### config.mk
export PLATFORM = sky130hd
export DESIGN_NAME = fetch_redirect_ctrl_flat
export DESIGN_NICKNAME = d
export VERILOG_FILES = /design/src/rtl/fetch_redirect_ctrl_if.sv /design/src/rtl/fetch_redirect_ctrl.sv /design/src/flat_wrapper.sv
export SDC_FILE = /design/constraint.sdc
export NUM_CORES = 1
export LEC_CHECK = 0
export BUFFER_PORTS_ARGS = -buffer_cell sky130_fd_sc_hd__buf_2
export CAP_MARGIN = 30
export CELL_PAD_IN_SITES_DETAIL_PLACEMENT = 0
export CELL_PAD_IN_SITES_GLOBAL_PLACEMENT = 1
export CORE_ASPECT_RATIO = 0.8
export CORE_MARGIN = 3
export CORE_UTILIZATION = 33
export CTS_BUF_LIST = sky130_fd_sc_hd__clkbuf_2 sky130_fd_sc_hd__clkbuf_4 sky130_fd_sc_hd__clkbuf_8
export CTS_CLUSTER_SIZE = 24
export DETAILED_ROUTE_END_ITERATION = 12
export PLACE_DENSITY_LB_ADDON = 0.1
export RECOVER_POWER = 100
export SYNTH_ARGS = -nofsm -noshare
export SYNTH_HDL_FRONTEND = slang
export SYNTH_SLANG_ARGS = --single-unit
### constraint.sdc
create_clock -name clk -period 3.9 [get_ports clk]
set_clock_uncertainty 0.15 [all_clocks]
set_input_delay 0.585 -clock clk [delete_from_list [all_inputs] [get_ports clk]]
set_output_delay 0.585 -clock clk [all_outputs]
set_load 0.01 [all_outputs]
### src/rtl/fetch_redirect_ctrl_if.sv
// Fetch sequencer bundle: PC register side, instruction-memory handshake, redirect sources.
// master = fetch_redirect_ctrl, slave = pipeline/memory environment.
interface fetch_redirect_ctrl_if #(
  parameter int unsigned WIDTH = 32
);
  logic [WIDTH-1:0] pc;
  logic [WIDTH-1:0] pc_next;
  logic             stallF;
  logic             inst_req;
  logic [WIDTH-1:0] inst_addr;
  logic             inst_ack;
  logic             stall_ext;
  logic             exc_valid;
  logic             eret;
  logic [WIDTH-1:0] epc;
  logic             br_valid;
  logic [WIDTH-1:0] br_target;
  logic             discard;
  logic             addr_err;
  logic [31:0]      perf_stall_cnt;
  logic [31:0]      perf_discard_cnt;

  modport master (
    input  pc, inst_ack, stall_ext, exc_valid, eret, epc, br_valid, br_target,
    output pc_next, stallF, inst_req, inst_addr, discard, addr_err,
           perf_stall_cnt, perf_discard_cnt
  );

  modport slave (
    output pc, inst_ack, stall_ext, exc_valid, eret, epc, br_valid, br_target,
    input  pc_next, stallF, inst_req, inst_addr, discard, addr_err,
           perf_stall_cnt, perf_discard_cnt
  );
endinterface

### src/rtl/fetch_redirect_ctrl.sv
// IF-stage PC sequencer: next-PC select, imem req/ack handshake, buffered redirect while a fetch is out.
// Define FETCH_PERF_EN to build the stall/discard performance counters (tied to 0 otherwise).
module fetch_redirect_ctrl #(
  parameter int unsigned      WIDTH    = 32,
  parameter logic [WIDTH-1:0] RESET_PC = 32'hbfc00000,
  parameter logic [WIDTH-1:0] EXC_VEC  = 32'hbfc00380
) (
  input logic                  clk,
  input logic                  rst,
  fetch_redirect_ctrl_if.master bus
);

  typedef enum logic [1:0] {StIdle, StReq, StHold} state_e;

  state_e           r_state, w_state_d;
  logic             r_pend_v, w_pend_v_d;
  logic [WIDTH-1:0] r_pend_pc, w_pend_pc_d;
  logic [1:0]       r_pend_pri, w_pend_pri_d;
  logic             r_err_done, w_err_done_d;

  logic [1:0]       w_new_pri;
  logic [WIDTH-1:0] w_new_pc;
  logic             w_redirect;
  logic             w_new_wins;
  logic [WIDTH-1:0] w_pc_seq;
  logic             w_pc_misal;
  logic [WIDTH-1:0] w_fetch_tgt;
  logic             w_stall;
  logic [WIDTH-1:0] w_next;
  logic             w_discard;
  logic             w_addr_err;

  // Priority rank: exception 3, eret 2, branch 1, none 0.
  always_comb begin
    w_new_pri = 2'd0;
    w_new_pc  = '0;
    if (bus.exc_valid) begin
      w_new_pri = 2'd3;
      w_new_pc  = EXC_VEC;
    end else if (bus.eret) begin
      w_new_pri = 2'd2;
      w_new_pc  = bus.epc;
    end else if (bus.br_valid) begin
      w_new_pri = 2'd1;
      w_new_pc  = bus.br_target;
    end
  end

  assign w_redirect  = (w_new_pri != 2'd0);
  assign w_new_wins  = w_redirect && (!r_pend_v || (w_new_pri >= r_pend_pri));
  assign w_pc_seq    = bus.pc + WIDTH'(4);
  assign w_pc_misal  = (bus.pc[1:0] != 2'b00);
  assign w_fetch_tgt = w_new_wins ? w_new_pc : (r_pend_v ? r_pend_pc : w_pc_seq);

  always_comb begin
    w_stall      = 1'b1;
    w_next       = RESET_PC;
    w_discard    = 1'b0;
    w_addr_err   = 1'b0;
    w_state_d    = r_state;
    w_pend_v_d   = r_pend_v;
    w_pend_pc_d  = r_pend_pc;
    w_pend_pri_d = r_pend_pri;
    w_err_done_d = 1'b0;
    unique case (r_state)
      StIdle: begin
        w_addr_err = w_pc_misal && !r_err_done;
        if (w_redirect) begin
          w_stall = 1'b0;
          w_next  = w_new_pc;
        end else if (!w_pc_misal) begin
          w_state_d = StReq;
        end else begin
          w_err_done_d = 1'b1;
        end
      end
      StReq: begin
        if (bus.inst_ack) begin
          w_discard    = w_new_wins || r_pend_v;
          w_pend_v_d   = 1'b0;
          w_pend_pri_d = 2'd0;
          if (!bus.stall_ext) begin
            w_stall = 1'b0;
            w_next  = w_fetch_tgt;
          end else begin
            // Park the chosen target in pend_pc (pend_v stays low) until the stall releases.
            w_state_d   = StHold;
            w_pend_pc_d = w_fetch_tgt;
          end
        end else if (w_new_wins) begin
          w_pend_v_d   = 1'b1;
          w_pend_pc_d  = w_new_pc;
          w_pend_pri_d = w_new_pri;
        end
      end
      StHold: begin
        if (w_redirect) begin
          w_stall = 1'b0;
          w_next  = w_new_pc;
        end else if (!bus.stall_ext) begin
          w_stall = 1'b0;
          w_next  = r_pend_pc;
        end
      end
      default: w_state_d = StIdle;
    endcase
    // Every PC load re-checks alignment before issuing the next request.
    if (!w_stall) begin
      w_state_d = (w_next[1:0] != 2'b00) ? StIdle : StReq;
    end
  end

  always_ff @(posedge clk) begin
    if (rst) begin
      r_state    <= StIdle;
      r_pend_v   <= 1'b0;
      r_pend_pc  <= '0;
      r_pend_pri <= 2'd0;
      r_err_done <= 1'b0;
    end else begin
      r_state    <= w_state_d;
      r_pend_v   <= w_pend_v_d;
      r_pend_pc  <= w_pend_pc_d;
      r_pend_pri <= w_pend_pri_d;
      r_err_done <= w_err_done_d;
    end
  end

  assign bus.stallF    = rst | w_stall;
  assign bus.pc_next   = rst ? RESET_PC : w_next;
  assign bus.discard   = !rst && w_discard;
  assign bus.addr_err  = !rst && w_addr_err;
  assign bus.inst_req  = !rst && (r_state == StReq);
  assign bus.inst_addr = bus.pc;

`ifdef FETCH_PERF_EN
  logic [31:0] r_perf_stall_cnt;
  logic [31:0] r_perf_discard_cnt;

  always_ff @(posedge clk) begin
    if (rst) begin
      r_perf_stall_cnt   <= 32'd0;
      r_perf_discard_cnt <= 32'd0;
    end else begin
      if ((r_state == StReq) && w_stall) r_perf_stall_cnt <= r_perf_stall_cnt + 32'd1;
      if (w_discard) r_perf_discard_cnt <= r_perf_discard_cnt + 32'd1;
    end
  end

  assign bus.perf_stall_cnt   = r_perf_stall_cnt;
  assign bus.perf_discard_cnt = r_perf_discard_cnt;
`else
  assign bus.perf_stall_cnt   = 32'd0;
  assign bus.perf_discard_cnt = 32'd0;
`endif

endmodule

### src/flat_wrapper.sv
// flat-port wrapper written by rule: the top's interface ports become plain ports
module fetch_redirect_ctrl_flat 
#(
  parameter int unsigned      WIDTH    = 32,
  parameter logic [WIDTH-1:0] RESET_PC = 32'hbfc00000,
  parameter logic [WIDTH-1:0] EXC_VEC  = 32'hbfc00380
)
  (clk, rst, bus_pc, bus_inst_ack, bus_stall_ext, bus_exc_valid, bus_eret, bus_epc, bus_br_valid, bus_br_target, bus_pc_next, bus_stallF, bus_inst_req, bus_inst_addr, bus_discard, bus_addr_err, bus_perf_stall_cnt, bus_perf_discard_cnt);
  fetch_redirect_ctrl_if #(.WIDTH(WIDTH)) bus_i ();
  input logic clk;
  input logic rst;
  input wire logic [$bits(bus_i.pc)-1:0] bus_pc;
  input wire logic [$bits(bus_i.inst_ack)-1:0] bus_inst_ack;
  input wire logic [$bits(bus_i.stall_ext)-1:0] bus_stall_ext;
  input wire logic [$bits(bus_i.exc_valid)-1:0] bus_exc_valid;
  input wire logic [$bits(bus_i.eret)-1:0] bus_eret;
  input wire logic [$bits(bus_i.epc)-1:0] bus_epc;
  input wire logic [$bits(bus_i.br_valid)-1:0] bus_br_valid;
  input wire logic [$bits(bus_i.br_target)-1:0] bus_br_target;
  output wire logic [$bits(bus_i.pc_next)-1:0] bus_pc_next;
  output wire logic [$bits(bus_i.stallF)-1:0] bus_stallF;
  output wire logic [$bits(bus_i.inst_req)-1:0] bus_inst_req;
  output wire logic [$bits(bus_i.inst_addr)-1:0] bus_inst_addr;
  output wire logic [$bits(bus_i.discard)-1:0] bus_discard;
  output wire logic [$bits(bus_i.addr_err)-1:0] bus_addr_err;
  output wire logic [$bits(bus_i.perf_stall_cnt)-1:0] bus_perf_stall_cnt;
  output wire logic [$bits(bus_i.perf_discard_cnt)-1:0] bus_perf_discard_cnt;
  assign bus_i.pc = bus_pc;
  assign bus_i.inst_ack = bus_inst_ack;
  assign bus_i.stall_ext = bus_stall_ext;
  assign bus_i.exc_valid = bus_exc_valid;
  assign bus_i.eret = bus_eret;
  assign bus_i.epc = bus_epc;
  assign bus_i.br_valid = bus_br_valid;
  assign bus_i.br_target = bus_br_target;
  assign bus_pc_next = bus_i.pc_next;
  assign bus_stallF = bus_i.stallF;
  assign bus_inst_req = bus_i.inst_req;
  assign bus_inst_addr = bus_i.inst_addr;
  assign bus_discard = bus_i.discard;
  assign bus_addr_err = bus_i.addr_err;
  assign bus_perf_stall_cnt = bus_i.perf_stall_cnt;
  assign bus_perf_discard_cnt = bus_i.perf_discard_cnt;
  fetch_redirect_ctrl #(.WIDTH(WIDTH), .RESET_PC(RESET_PC), .EXC_VEC(EXC_VEC)) u_core (.clk(clk), .rst(rst), .bus(bus_i));
endmodule
==> results.toml, run 1 <==
[status]
status = "completed"

[power]
clockPowerShare_pct = 21.6
vdd_drop_max_uv = 170
pwr_density_cell_mw_per_mm2 = 306
pwr-share-seq_pct = 30.1
leakage_nw = 2.14
swShare_pct = 45.3
pwr-share-comb_pct = 48.3
switching_power_mw = 0.758
p_int_mw = 0.915

[timing]
slew_headroom_pct = 15.3
worst_pin_slew_ns = 1.27
hold_violations = 0
final.setup.worst_slack_ns = 0.221
finalCritPeriodShare_pct = 94.3
slew_viol_final = 0
setup-tns-final_ns = 0
setup_violations = 0
clock.fmax_mhz = 272
period_needed_ns = 3.68
rsz0062_at_grt = "false"

[detailed_routing]
wl_per_cell_microns = 19.6
ant_nets = 0
drt-total-wl_microns = 19700
vias = 5665
drt-vias-per-instance = 5.63
drt_pass1_iterations = 6
first_iter_violations = 508
drcViolationCount = 0

[floorplanning]
fp-row-count = 39
pin_count = 235
start_util_pct = 33.9
core_area_sq_mm = 0.0143
die_y_microns = 115
dieArea_sq_mm = 0.0162
die_w_microns = 142

[clock_network]
holdBufCountCts = 0
numCtsBuffers = 5
cts.htree.levels = 2
root_buffer = "clkbuf_8"
clk_path_buf_depth = 2
post_cts_resized = 0
cts_tree = "built"
clkTransAtPathRegs_ns = 0.09
cts_sinks = 38
clkLatencyLatePin_ns = 0.31
post_cts_buffers = 0

[global_route]
overflow = 0
antenna_found_initial = 0
track_usage_pct = 23.0
grt_pass1_vias = 5053
grt_max_degree = 32
grt_pass1_wl_microns = 29400

[layout]
regArea_sq_um = 762
n_antenna_cell = 0
syn_to_final_growth_pct = 12.6
multi_input_area_sq_mm = 0.00335
n_fill_cell = 1655
drive_gt1_share_pct = 20.7
fin_nets = 927
finish.utilization_pct = 38.2
postLayoutCellArea_sq_mm = 0.00548

[place]
io_buffer_count = 170
dp_slack_ns = 0.349
dp_hpwl_microns = 15000
gp_congestion = 0.874
placed_cell_area_sq_mm = 0.00548

[synth]
ys_types = 68
yosysWarnings = 0
yosysSeqAreaShare_pct = 15.6
async_reset_ff_share_pct = 0
ys_seq_elements = 38
synth-main-ff-cell = "dfxtp_1"
syn-cell-area_sq_mm = 0.00486
synthCells = 694
synth_enable_flop_cells = 0
syn_area_per_cell_sq_um = 7.00

[worst_setup_path]
critical_path_class = "in2out"
cp.required_ns = 3.16
critical_path.slowest_cell = "nor3_2"
worstPathArrival_ns = 2.94
critPathCaptureType = "output port"
path_max_fanout = 13
slowest_delay_ns = 0.61
path_delay_family = "simple AND/OR/NAND/NOR gates"
worstPathCellList = "clkbuf_1, nand4_4, nor3_2, a311o_1, o2111a_1, o21ai_0, a21oi_1, buf_2"
path_buf_inv = 2
start_kind = "input port"

[worst_hold_path]
hold_class = "reg2reg"

[job]
cap_violations = 0
final cells by class:
class / instances / share of cell area, %
clock buffer: 5 / 1.26
inverter: 11 / 0.754
sequential: 38 / 13.9
multi-input combinational: 564 / 61.2
timing repair buffer: 201 / 18.0
clock inverter: 3 / 0.731
tap: 184 / 4.20
logic make-up after synthesis:
logic type	synth area share [%]
buf+inv	20.2
compound gates	32.4
simple gates	24.3
other cells	0.0771
mux	2.52
flops	15.6
fa+ha+maj	0.772
xor+xnor	4.14
power groups by stage:
stage	registers [mW]	logic, mW	clock network, mW
finish	0.503	0.808	0.362
global route	0.509	0.885	0.378
CTS	0.501	0.823	0.365
detailed placement	0.509	0.821	0
global placement	0.507	0.811	0
floorplan	0.497	0.585	0
worst reg2reg max path, stage by stage, from the launching register on:
cell      delay, ns
dfxtp_1        0.32
buf_4          0.29
nand2b_1       0.48
nor3_1         0.46
a21o_1         0.45
clkbuf_1       0.61
o21ai_0        0.17
a311oi_1       0.26
routing by layer:
metal / GRT usage, % / up-vias / part of all wire [%]
met5: 0 / - / 0
met4: 4.48 / 0 / 1.0
met3: 4.51 / 18 / 8.6
met2: 35.3 / 264 / 44
met1: 33.6 / 2727 / 46
li1: - / 2656 / -
registers in the layout, summed over array words and instances, names as in the netlist:
register	count
u_core.r_pend_v	1
u_core.r_pend_pc	32
u_core.r_err_done	1
u_core.r_state	2
u_core.r_pend_pri	2
stage by stage:
step | total power, mW | instances | hold WS [ns]
after floorplan | 1.08 | 757 | 0.292
after detailed placement | 1.33 | 998 | 0.315
final | 1.67 | 1006 | 0.329
after global routing | 1.77 | 1006 | 0.357
after CTS | 1.69 | 1006 | 0.328
after global placement | 1.32 | 998 | 0.307
cell usage after synthesis, types with 4 or more instances:
cell type	n	share of area, %
a211oi_1	7	1.1
a21oi_1	52	5.4
a221o_1	4	0.82
a221oi_1	11	2.0
a222oi_1	5	1.0
a22oi_1	34	5.3
a311oi_1	4	0.72
a31oi_1	5	0.64
a32oi_1	4	0.72
and3_1	7	0.90
buf_1	5	0.39
buf_2	15	1.5
buf_4	99	15
clkbuf_1	24	1.9
dfxtp_1	38	16
inv_1	11	0.85
mux2i_1	10	2.1
nand2_1	58	4.5
nand2b_1	7	0.90
nand3_1	19	2.0
nand4_1	12	1.5
nor2_1	69	5.3
nor2b_1	9	1.2
nor3_1	9	0.93
nor4_1	9	1.2
o211ai_1	9	1.4
o21a_1	4	0.62
o21ai_0	46	4.7
o21ai_1	6	0.62
o22ai_1	9	1.2
or3_1	10	1.3
xnor2_1	16	2.9
xor2_1	7	1.3
worst paths after layout:
kind | startpoint | endpoint | slack (ns) | cells past startpoint
worst min-delay path | u_core.r_pend_pc[1] | u_core.r_pend_pc[1] | 0.33 | 2
worst min register to register | u_core.r_pend_pc[1] | u_core.r_pend_pc[1] | 0.33 | 2
worst max-delay path | bus_pc[5] | bus_pc_next[19] | 0.22 | 8
worst max register to register | u_core.r_state[0] | u_core.r_pend_pc[24] | 0.61 | 7
layout by cell type (no fill, tap or decap), types with 12 or more instances in the layout:
| master | n |
|---|---|
| buf_4 | 23 |
| a21oi_1 | 53 |
| clkbuf_1 | 63 |
| xnor2_1 | 16 |
| conb_1 | 64 |
| o21ai_0 | 48 |
| nand4_1 | 12 |
| buf_2 | 113 |
| nor2_1 | 69 |
| dfxtp_1 | 37 |
| nand3_1 | 19 |
| nand2_1 | 58 |
| a22oi_1 | 34 |
Note: power is estimated with default switching activity, not from simulation.
==> run 2: changes to the inputs <==
--- a/config.mk
+++ b/config.mk
@@ -11,8 +11,7 @@
 export CELL_PAD_IN_SITES_GLOBAL_PLACEMENT = 1
 export CORE_ASPECT_RATIO = 0.8
 export CORE_MARGIN = 3
-export CORE_UTILIZATION = 33
-export CTS_BUF_LIST = sky130_fd_sc_hd__clkbuf_2 sky130_fd_sc_hd__clkbuf_4 sky130_fd_sc_hd__clkbuf_8
+export CORE_UTILIZATION = 32
 export CTS_CLUSTER_SIZE = 24
 export DETAILED_ROUTE_END_ITERATION = 12
 export PLACE_DENSITY_LB_ADDON = 0.1
==> constraint.sdc (replaced) <==
create_clock -name clk -period 4.2 [get_ports clk]
set_clock_uncertainty 0.15 [all_clocks]
set_input_delay 1.26 -clock clk [delete_from_list [all_inputs] [get_ports clk]]
set_output_delay 1.26 -clock clk [all_outputs]
set_load 0.01 [all_outputs]
==> run 2 against run 1 <==
The flow now finishes with violations (setup timing). Via count grew 9.2%. Global-route usage up 2.1 points. Non-clock buffer count increased by 137. Combinational power grew 20%. Wire length up 9.2%. Sequential cell count did not move. Critical path depth is 2 higher. Critical endpoint is now bus_pc_next[4].
==> results.toml, run 2 (synthesized netlist as in run 1, its figures left out) <==
[timing]
period_needed_ns = 4.60
rsz0062_at_grt = "true"
setup_violations = 34
hold_violations = 0
finalCritPeriodShare_pct = 109
clock.fmax_mhz = 218
final.setup.worst_slack_ns = -0.396
slew_headroom_pct = 41.3
setup-tns-final_ns = -8.80
slew_viol_final = 0
worst_pin_slew_ns = 0.881

[floorplanning]
dieArea_sq_mm = 0.0167
die_w_microns = 144
core_area_sq_mm = 0.0146
fp-row-count = 39
pin_count = 235
start_util_pct = 33.3
die_y_microns = 116

[detailed_routing]
wl_per_cell_microns = 18.9
vias = 6186
first_iter_violations = 558
drt_pass1_iterations = 6
drt-total-wl_microns = 21600
ant_nets = 0
drt-vias-per-instance = 5.42
drcViolationCount = 0

[worst_hold_path]
holdPathStages = 2
hold_start = "u_core.r_pend_pc[1]"
min_to = "u_core.r_pend_pc[1]"
hold_class = "reg2reg"

[layout]
multi_input_area_sq_mm = 0.00374
n_antenna_cell = 0
final_common_cell = "buf_4"
fin_nets = 1064
drive_gt1_share_pct = 40.5
syn_to_final_growth_pct = 45.6
top_register = "u_core.r_pend_pc"
finish.utilization_pct = 48.5
largestRegisters = "u_core.r_pend_pc x32, u_core.r_pend_pri x2, u_core.r_state x2"
most-common-layout-cells = "buf_4 (144), buf_2 (134), conb_1 (64)"
largest_reg_flops = 32
n_fill_cell = 1507
regArea_sq_um = 762
final_cells = 1142

[status]
status = "finished with violations"
violations = "setup timing"

[clock_network]
cts.htree.levels = 2
cts_tree = "built"
clk_path_buf_depth = 2
holdBufCountCts = 0
clkTransAtPathRegs_ns = 0.06
numCtsBuffers = 5
clkLatencyLatePin_ns = 0.29
root_buffer = "clkbuf_16"
cts_sinks = 38

[power]
totalPowerFinal_mw = 1.82
leakage_nw = 3.00
vdd_drop_max_uv = 142
pwr_density_cell_mw_per_mm2 = 257

[worst_setup_path]
path_delay_family = "buffers and inverters"
cp.required_ns = 2.79
critical_path_class = "in2out"
start_kind = "input port"
worstPathCellList = "buf_6, clkbuf_1, buf_6, nor3_4, clkbuf_1, nor2_1, a222oi_1, buf_4, nor2_1, buf_2"
worstPathArrival_ns = 3.19
r2r_start = "u_core.r_state[0]"
critical_path.slowest_cell = "a222oi_1"
rr_endpoint = "u_core.r_pend_pc[25]"
r2r_cells = 6
slowest_delay_ns = 0.51
path_max_fanout = 18
critPathCaptureType = "output port"
path_buf_inv = 6
rrSetupSlack_ns = 1.59

[place]
dp_hpwl_microns = 16800
placed_cells = 1115
dp_slack_ns = -0.469
io_buffer_count = 170
gp_congestion = 0.926

[global_route]
antenna_found_initial = 1
grt_pass1_vias = 5880
overflow = 0
track_usage_pct = 25.2
grt_max_degree = 33
grt_pass1_wl_microns = 32600

[job]
cap_violations = 0
## run 2: cell count changes in the layout (fill, tap and decap cells not counted), sizes merged
cell    delta
bufinv     -1
clkbuf    -21
clkinv     -2
buf      +160
## run 2: how the worst max path moves through the flow
stage	start	endpoint	slack (ns)	depth (start not counted)
CTS	bus_exc_valid	bus_pc_next[4]	-0.37	11
global route	bus_br_valid	bus_pc_next[4]	-0.48	12
detailed placement	bus_eret	bus_pc_next[4]	-0.47	12
floorplan	bus_eret	bus_pc_next[3]	-0.50	12
finish	bus_exc_valid	bus_pc_next[4]	-0.40	10
global placement	bus_eret	bus_pc_next[4]	-0.47	12
## run 2: report_power, final
group / internal, mW / switching (mW)
logic: 0.406 / 0.560
clock network: 0.218 / 0.158
registers: 0.423 / 0.0567
total: 1.05 / 0.775
## run 2: area by class of cell
type / instances / share of cell area (%)
multi-input combinational: 564 / 52.9
timing repair buffer: 338 / 30.6
sequential: 38 / 10.8
tap: 184 / 3.25
clock buffer: 7 / 1.87
inverter: 11 / 0.583
## run 2: repair_timing
| action | in CTS | in global routing |
|---|---|---|
| endpoints found under the setup margin | 33 | 33 |
| cloned | 0 | 1 |
| setup buffers | 20 | 1 |
| hold endpoints to repair | 0 | 0 |
| gates resized for setup | 43 | 10 |
| pin swaps | 30 | 11 |
## run 2: worst reg2reg max path: stages, from the launching register on
cell and delay [ns]:
dfxtp_1 0.53, nand2b_1 0.29, nor3_1 0.37, a21o_1 0.36, clkbuf_1 0.40, o21ai_0 0.17, a311oi_1 0.24
## run 2: routing by layer
| layer | vias to the layer above | track usage, % | share of wire [%] |
|---|---|---|---|
| met1 | 2910 | 36.3 | 47 |
| met5 | - | 0 | 0.060 |
| met3 | 28 | 3.72 | 8.0 |
| met4 | 2 | 6.09 | 1.5 |
| met2 | 310 | 39.7 | 44 |
| li1 | 2936 | - | - |
## run 2: per-stage QoR
| stage | area [sq um] | hold slack (ns) |
|---|---|---|
| after global routing | 7080 | 0.351 |
| after CTS | 7110 | 0.325 |
| final | 7080 | 0.329 |
| after floorplan | 5400 | 0.292 |
| after global placement | 6610 | 0.303 |
| after detailed placement | 6610 | 0.319 |
